`config.mk`:
```
export PLATFORM = sky130hd
export DESIGN_NAME = ifft_data_input_handler
export DESIGN_NICKNAME = d
export VERILOG_FILES = /design/src/rtl/ifft_data_input_handler_pkg.sv /design/src/rtl/ifft_data_input_handler_sample_fifo.sv /design/src/rtl/ifft_data_input_handler.sv
export SDC_FILE = /design/constraint.sdc
export NUM_CORES = 2
export LEC_CHECK = 0
export CAP_MARGIN = 0
export CORE_UTILIZATION = 35
export CTS_BUF_LIST = sky130_fd_sc_hd__clkbuf_4
export DETAILED_ROUTE_END_ITERATION = 10
export PLACE_DENSITY = 0.52
export SYNTH_ARGS = -nofsm -noshare
export SYNTH_HDL_FRONTEND = slang
export SYNTH_SLANG_ARGS = --single-unit
```
`constraint.sdc`:
```
create_clock -name CLK -period 3.8 [get_ports CLK]
set_input_delay 0.76 -clock CLK [delete_from_list [all_inputs] [get_ports CLK]]
set_output_delay 0.76 -clock CLK [all_outputs]
set_load 0.02 [all_outputs]
```
`src/rtl/ifft_data_input_handler_pkg.sv`:
```
// Shared definitions for the IFFT input/output stream handlers:
// default frame geometry, FSM encoding and the complex word packer.
package ifft_data_input_handler_pkg;

   localparam int FRAME_LEN_DEF  = 64;
   localparam int FIFO_DEPTH_DEF = 128;

   typedef enum logic {
      IDLE   = 1'b0,
      STREAM = 1'b1
   } state_t;

   // Real sample in [15:0], imaginary part forced to zero
   function automatic logic [31:0] pack(input logic [15:0] sample);
      return {16'h0000, sample};
   endfunction

endpackage

```
`src/rtl/ifft_data_input_handler_sample_fifo.sv`:
```
// Sample FIFO: register array, first-word-fall-through head, occupancy count.
// Writes while full and reads while empty are ignored.
module ifft_data_input_handler_sample_fifo #(
   parameter int DEPTH = 8,
   localparam int AW = $clog2(DEPTH),
   localparam int CW = $clog2(DEPTH) + 1
) (
   input  logic          CLK,
   input  logic          RST_N,
   input  logic          wr_en_i,
   input  logic [15:0]   wr_data_i,
   input  logic          rd_en_i,
   output logic [15:0]   head_o,
   output logic [CW-1:0] count_o,
   output logic          full_o,
   output logic          empty_o
);

   logic [15:0]   mem [DEPTH];
   logic [AW-1:0] wr_ptr_q, rd_ptr_q;
   logic [CW-1:0] count_q, count_d;
   logic          push, pop;

   assign full_o  = (count_q == CW'(DEPTH));
   assign empty_o = (count_q == '0);
   assign push    = wr_en_i && !full_o;
   assign pop     = rd_en_i && !empty_o;
   assign head_o  = mem[rd_ptr_q];
   assign count_o = count_q;

   // Occupancy tracks push/pop; simultaneous push and pop leaves it unchanged
   always_comb begin
      count_d = count_q;
      case ({push, pop})
         2'b10:   count_d = count_q + CW'(1);
         2'b01:   count_d = count_q - CW'(1);
         default: count_d = count_q;
      endcase
   end

   // Storage array carries no reset; only pointers and count define contents
   always_ff @(posedge CLK) begin
      if (push) mem[wr_ptr_q] <= wr_data_i;
   end

   // Pointers wrap naturally because DEPTH is a power of two
   always_ff @(posedge CLK or negedge RST_N) begin
      if (!RST_N) begin
         wr_ptr_q <= '0;
         rd_ptr_q <= '0;
         count_q  <= '0;
      end else begin
         if (push) wr_ptr_q <= wr_ptr_q + AW'(1);
         if (pop)  rd_ptr_q <= rd_ptr_q + AW'(1);
         count_q <= count_d;
      end
   end

endmodule

```
`src/rtl/ifft_data_input_handler.sv`:
```
// IFFT input handler: buffers real samples and streams them to the IFFT
// core as AXI4-Stream frames, starting a frame only once it is fully buffered.
module ifft_data_input_handler
   import ifft_data_input_handler_pkg::*;
#(
   parameter int FRAME_LEN  = FRAME_LEN_DEF,
   parameter int FIFO_DEPTH = FIFO_DEPTH_DEF
) (
   input  logic        CLK,
   input  logic        RST_N,
   input  logic [15:0] val,
   input  logic        valStrobe,
   output logic [31:0] tData,
   output logic        tValid,
   output logic        tLast,
   input  logic        tReady,
   output logic        overflow,
   output logic        busy
);

   localparam int IW = (FRAME_LEN > 1) ? $clog2(FRAME_LEN) : 1;
   localparam int CW = $clog2(FIFO_DEPTH) + 1;

   state_t        state_q;
   logic [IW-1:0] idx_q;
   logic          overflow_q;
   logic [15:0]   head;
   logic [CW-1:0] count;
   logic          full, empty;
   logic          last_beat;

   ifft_data_input_handler_sample_fifo #(.DEPTH(FIFO_DEPTH)) u_sample_fifo (
      .CLK       (CLK),
      .RST_N     (RST_N),
      .wr_en_i   (valStrobe),
      .wr_data_i (val),
      .rd_en_i   (tValid && tReady),
      .head_o    (head),
      .count_o   (count),
      .full_o    (full),
      .empty_o   (empty)
   );

   // All stream outputs come from registers only, never from tReady
   assign last_beat = (idx_q == IW'(FRAME_LEN - 1));
   assign tValid    = (state_q == STREAM);
   assign busy      = tValid;
   assign tLast     = tValid && last_beat;
   assign tData     = tValid ? pack(head) : 32'h0;
   assign overflow  = overflow_q;

   // Frame sequencer: wait for a full frame, then stream FRAME_LEN beats
   always_ff @(posedge CLK or negedge RST_N) begin
      if (!RST_N) begin
         state_q <= IDLE;
         idx_q   <= '0;
      end else begin
         case (state_q)
            IDLE: begin
               idx_q <= '0;
               if (count >= CW'(FRAME_LEN)) state_q <= STREAM;
            end
            STREAM: begin
               if (tReady) begin
                  if (last_beat) begin
                     idx_q   <= '0;
                     state_q <= IDLE;
                  end else begin
                     idx_q <= idx_q + IW'(1);
                  end
               end
            end
            default: state_q <= IDLE;
         endcase
      end
   end

   // Sticky drop flag: full is judged before any same-cycle pop
   always_ff @(posedge CLK or negedge RST_N) begin
      if (!RST_N)                overflow_q <= 1'b0;
      else if (valStrobe && full) overflow_q <= 1'b1;
   end

endmodule

```
; ---- Word-level counts from Yosys, hierarchy flattened
; Memory sizes are Yosys's and may differ from the RTL's.
; Cells that the tools add are included.
[word_totals]
ff_bits = 30
ram_bits = 2048
input_bits = 20
output_inout_bits = 36
word_cells = 39
n_memories = 1
[op_classes]
addsub = 5
n_lt_le_gt_ge = 1
n_eq_ne = 5
mux = 11
n_bitwise = 1
reduce_logical = 9
[memory_table]
columns = memory, words, word_bits, read_ports, rd_clocked_by_memory_dff, wr, line_no
row1 = u_sample_fifo.mem, 128, 16, 1, 0, 1, ifft_data_input_handler_sample_fifo.sv:19  ; logic [15:0] mem [DEPTH];
[ops]
columns = operator, n
row1 = 16-bit 2-to-1 mux, 1
row2 = 8-bit case mux with 2 select lines, 1
row3 = 7-bit by 1-bit adder with 7-bit output (second input constant), 2
row4 = 6-bit 2-to-1 mux, 2
row5 = 6-bit case mux with 2 select lines, 1
row6 = 8-bit by 1-bit adder with 8-bit output (second input constant), 1
row7 = 8-bit equality test (second input constant), 1
row8 = 8-bit by 7-bit greater-or-equal comparator with 1-bit output (second input constant), 1
row9 = 8-bit zero test, 1
row10 = 8-bit by 1-bit subtractor with 8-bit output (second input constant), 1
row11 = 6-bit by 1-bit adder with 6-bit output (second input constant), 1
row12 = 6-bit equality test (second input constant), 1
row13 = 1-bit logical AND, 5
row14 = 1-bit 2-to-1 mux, 5
row15 = 2-bit by 1-bit equality test with 1-bit output (second input constant), 1
row16 = 2-bit equality test (second input constant), 1
row17 = 1-bit zero test, 2
row18 = 2-bit != test (second input constant), 1
row19 = 1-bit case mux with 2 select lines, 1
row20 = 2-bit nonzero test, 1
row21 = 1-bit inverter, 1

; ---- Depth between registers and ports, before layout
[logic_depth]
word_depth = 5
mapped_depth = 16
depth_no_buf = 15

; ---- By module
; A second synthesis with hierarchy kept.
[hier_totals]
hier_cells = 3853
hier_area_um2 = 80878.8
[modules_own_cells]
columns = module, instances, cells_per_inst, area_per_inst_um2, seq_area_each_um2
row1 = ifft_data_input_handler_sample_fifo, 1, 3777, 80225.7, 62049.5
row2 = ifft_data_input_handler, 1, 76, 653.1, 200.2

; ---- Worst setup path after synthesis
; Ideal clock, no wire load.
[synth_path]
path_kind = input to register
startpoint = in tReady
endpoint = reg u_sample_fifo.count_q[7] (netlist: u_sample_fifo.count_o[7])
setup_ns = 0.080
arrival_ns = 3.566
t_required_ns = 3.720
setup_slack_ns = 0.154
stages = 12
path_buffers = 1
path_cell_list = clkbuf_1 -> inv_1 -> a211oi_1 -> ha_1 -> ha_1 -> a21o_1 -> a21oi_1 -> nor2b_1 -> o21a_1 -> o41ai_1 -> mux2i_1 -> xnor2_1
[synth_between]
elab_chain_cells = 4
word_cells_on_any_way = 6
classes_between = eq/ne (2) / mux (1) / reduce/logical (3)
[synth_rtl]
columns = item, line_no
row1 = start: declaration, ifft_data_input_handler.sv:16  ; input logic tReady,
row2 = 1-bit logical AND (*), ifft_data_input_handler.sv:37  ; .rd_en_i (tValid && tReady),
row3 = 1-bit logical AND (*), ifft_data_input_handler_sample_fifo.sv:27  ; assign pop = rd_en_i && !empty_o;
row4 = net u_sample_fifo.pop, ifft_data_input_handler_sample_fifo.sv:22  ; logic push, pop;
row5 = 2-bit by 1-bit equality test with 1-bit output or 2-bit equality test (tied branches), ifft_data_input_handler_sample_fifo.sv:34  ; case ({push, pop})
row6 = 8-bit case mux with 2 select lines or 2-bit nonzero test (tied branches), --
row7 = end signal: assignment, ifft_data_input_handler_sample_fifo.sv:55  ; count_q <= count_d;
row8 = end: declaration, ifft_data_input_handler_sample_fifo.sv:21  ; logic [CW-1:0] count_q, count_d;
; The timed path passes the listed nets; every way through them passes the cells marked *.
; A chain may end at the register's enable or synchronous reset.

; ---- Worst setup path in the final report
[layout_path]
startpoint = reg u_sample_fifo.rd_ptr_q[0]
endpoint = out tData[11]
[layout_between]
elab_chain_cells = 2
[layout_rtl]
columns = item, line_no
row1 = start: declaration, ifft_data_input_handler_sample_fifo.sv:20  ; logic [AW-1:0] wr_ptr_q, rd_ptr_q;
row2 = start signal: assignment, ifft_data_input_handler_sample_fifo.sv:54  ; if (pop) rd_ptr_q <= rd_ptr_q + AW'(1);
row3 = memory read 128 x 16 bit, --
row4 = 16-bit 2-to-1 mux, ifft_data_input_handler.sv:49  ; assign tData = tValid ? pack(head) : 32'h0;
row5 = end: declaration, ifft_data_input_handler.sv:13  ; output logic [31:0] tData,
; No other way between the ends.

==> flow_summary.json <==
{
  "status": "finished, violations left",
  "violations": "negative setup slack",
  "clockRootBuffer": "clkbuf_4",
  "p_switching_uw": 23330,
  "mostFrequentLayoutCells": "2048 x edfxtp_1, 806 x clkbuf_4, 511 x mux4_2",
  "setup_ws_ps": -1331,
  "wirelength_um": 233800,
  "drt_iter0_markers": 3892,
  "vias": 42530,
  "hpwl_um": 140700,
  "rsz0062_at_grt": "true",
  "grt_pass1_wl_um": 330200,
  "tns_ps": -20540,
  "cp_max_fo": 10,
  "clk_pin_slew_ps": 70,
  "die_w_um": 482.5,
  "endpoint_kind": "output port",
  "slowest_delay_ps": 590,
  "drv_slew": 0,
  "crit_family": "compound AO/OA/AOI/OAI gates",
  "vias_per_cell": 5.300,
  "peakVddDrop_uv": 504.3,
  "start_util_pct": 35.19,
  "grt_pass1_vias": 43880,
  "dr.pass1.iters": 5,
  "critPathLaunch": "u_sample_fifo.rd_ptr_q[0]",
  "io_buffer_count": 39,
  "finalClockSkew_ps": 111.4,
  "min_path_type": "in -> async",
  "grt_use_total_pct": 20.16,
  "antenna_left": 0,
  "synth-main-ff-cell": "edfxtp_1",
  "final_nets": 4665,
  "finalSetupViolCount": 16,
  "wl_per_cell_um": 29.14,
  "layout.cells.non_filler": 8024,
  "synthCells": 3639,
  "clkPwrFrac_pct": 27.3,
  "antenna_found_initial": 7,
  "area_growth_pct": 21.59,
  "internal_power_uw": 48640,
  "drive_gt1_share_pct": 43.84,
  "swShare_pct": 32.42,
  "routabilityCongestion": 0.8482,
  "synth_seq_area_share_pct": 77.03,
  "crit_cells": 9,
  "synth.distinct_cells": 64,
  "max-clock-path-buffers": 4,
  "worst_pin_slew_ps": 1125,
  "rows": 176,
  "crit_required_ps": 3040,
  "cp_data_arrival_time_ps": 4370,
  "rrSetupSlack_ps": 310,
  "synth_edf_count": 2048,
  "p_comb_share_pct": 36.4,
  "slew-limit-headroom_pct": 25.02,
  "path_buf_inv": 4,
  "seqPwrFrac_pct": 36.3,
  "overflow": 0,
  "reg2reg_to": "u_sample_fifo.count_o[7]",
  "async_flop_share_pct": 1.444,
  "power.leakage_uw": 0.03239,
  "worst_path_max_delay_cell": "mux4_2",
  "drcViolationCount": 0,
  "dp_cells": 6985,
  "layout_commonest_cell": "edfxtp_1",
  "crit_path_start_kind": "register",
  "cts.htree.levels": 6,
  "coreArea_um2": 229700,
  "reg2reg_from": "u_sample_fifo.count_o[5]",
  "cts_sinks": 2078,
  "numCtsBuffers": 571,
  "fmax_ghz": 0.1949,
  "ys_ff_latch": 2078,
  "cap_violations": 0,
  "crit_type": "reg -> out",
  "reg2reg_depth": 15,
  "cp_cell_sequence": "buf_12 -> buf_16 -> mux4_2 -> mux2_2 -> a31oi_1 -> buf_4 -> o31ai_4 -> o311a_4 -> buf_6",
  "clock_latency_ps": 1350,
  "syn_area_um2": 80820,
  "postSynthAreaPerCell_um2": 22.21,
  "power_uw": 71980,
  "pin_count": 56,
  "p_per_area_nw_per_um2": 732.4,
  "die_h_um": 482.5,
  "die_area_um2": 232800,
  "fin_crit_ps": 5131,
  "fillerInstances": 20200,
  "cts_tree": "built",
  "worstSetupEndpoint": "tData[11]",
  "fin_crit_sh_pct": 135.0,
  "ys.warnings.count": 0,
  "hold_viol": 0,
  "grt_max_degree": 83
}
power by group through the flow:
stage | clock [uW] | sequential [uW] | combinational (uW)
finish | 19700 | 26100 | 26200
global placement | 0 | 26600 | 23500
global route | 21400 | 26100 | 27200
floorplan | 0 | 26400 | 12900
detailed placement | 0 | 26600 | 23600
CTS | 20300 | 26100 | 25400
kinds of logic after synthesis:
kind of cell | count (synthesis) | share of synthesized area [%]
other cells | 1 | 0.004640
simple gates | 354 | 1.870
xor+xnor | 21 | 0.2276
buf+inv | 230 | 1.903
compound gates | 254 | 2.304
fa+ha+maj | 11 | 0.1796
mux | 690 | 16.49
flops | 2078 | 77.03
flip-flops by register name, indices dropped and copies added, names as in the netlist:
register,count
u_sample_fifo.wr_ptr_q,7
u_sample_fifo.count_o,8
u_sample_fifo.mem,2048
overflow,1
u_sample_fifo.rd_ptr_q,7
idx_q,6
busy,1
layout make-up:
class                      instances  area [um^2]  area share [%]
timing repair buffer             625         7109           7.235
multi-input combinational       1346        18120           18.44
tap                             3026         3786           3.853
clock buffer                     806         6051           6.158
inverter                          12        51.30         0.05220
clock inverter                   122        863.3          0.8786
antenna                            9        22.52         0.02292
sequential                      2078        62260           63.36
tightest hold or removal path, cell delays in order:
cell and delay (ps):
dlygate4sd3_1 510, dlygate4sd3_1 540, buf_2 120, buf_12 210
repair_timing:
item                                    CTS  global route
endpoints found under the hold margin   695             0
resized for setup                       165            73
setup buffers                            37            45
hold buffers                             21             0
endpoints found under the setup margin   17            16
pin swaps                                29            24
gates cloned                              6             3
worst min-delay path by stage:
| stage | from | end | cells after the start | slack (ps) |
|---|---|---|---|---|
| floorplan | RST_N | busy | 0 | 460 |
| global placement | overflow | overflow | 1 | 480 |
| detailed placement | overflow | overflow | 1 | 480 |
| CTS | RST_N | idx_q[3] | 4 | 270 |
| global route | RST_N | idx_q[3] | 4 | 380 |
| finish | RST_N | idx_q[3] | 4 | 450 |
Yosys cell counts (all sizes together) (12+ instances only):
library cell,count,area [um^2]
o21ai,43,215.2
o22ai,12,75.07
edfxtp,2048,61500
a221o,20,200.2
buf,149,1234
xnor2,13,113.9
o221ai,24,210.2
a21oi,41,205.2
a221oi,25,231.5
mux4,511,11510
nand3,31,155.2
nand2,92,345.3
mux2,18,202.7
dfrtp,30,750.7
nor2,169,634.4
nor2b,15,93.84
clkbuf,69,259.0
mux2i,161,1612
per-layer routing:
metal	routed length, um	global-route usage [%]	vias up
li1	-	-	17730
met2	113000	32.17	1526
met1	100400	27.37	22960
met4	6379	7.052	2
met3	14070	4.174	315
met5	8	0	-
per-stage QoR:
stage | worst slack [ps] | hold WS (ps) | area (um^2) | utilization [%]
floorplan | 153.8 | 462.7 | 80870 | -
global placement | -902.1 | 475.3 | 89020 | 38.76
detailed placement | -901.7 | 476.6 | 89020 | 38.76
CTS | -1589 | 270.7 | 97480 | 42.44
global route | -1481 | 380.0 | 98250 | 42.78
finish | -1331 | 454.2 | 98270 | 42.78
(Power assumes the default switching activity.)
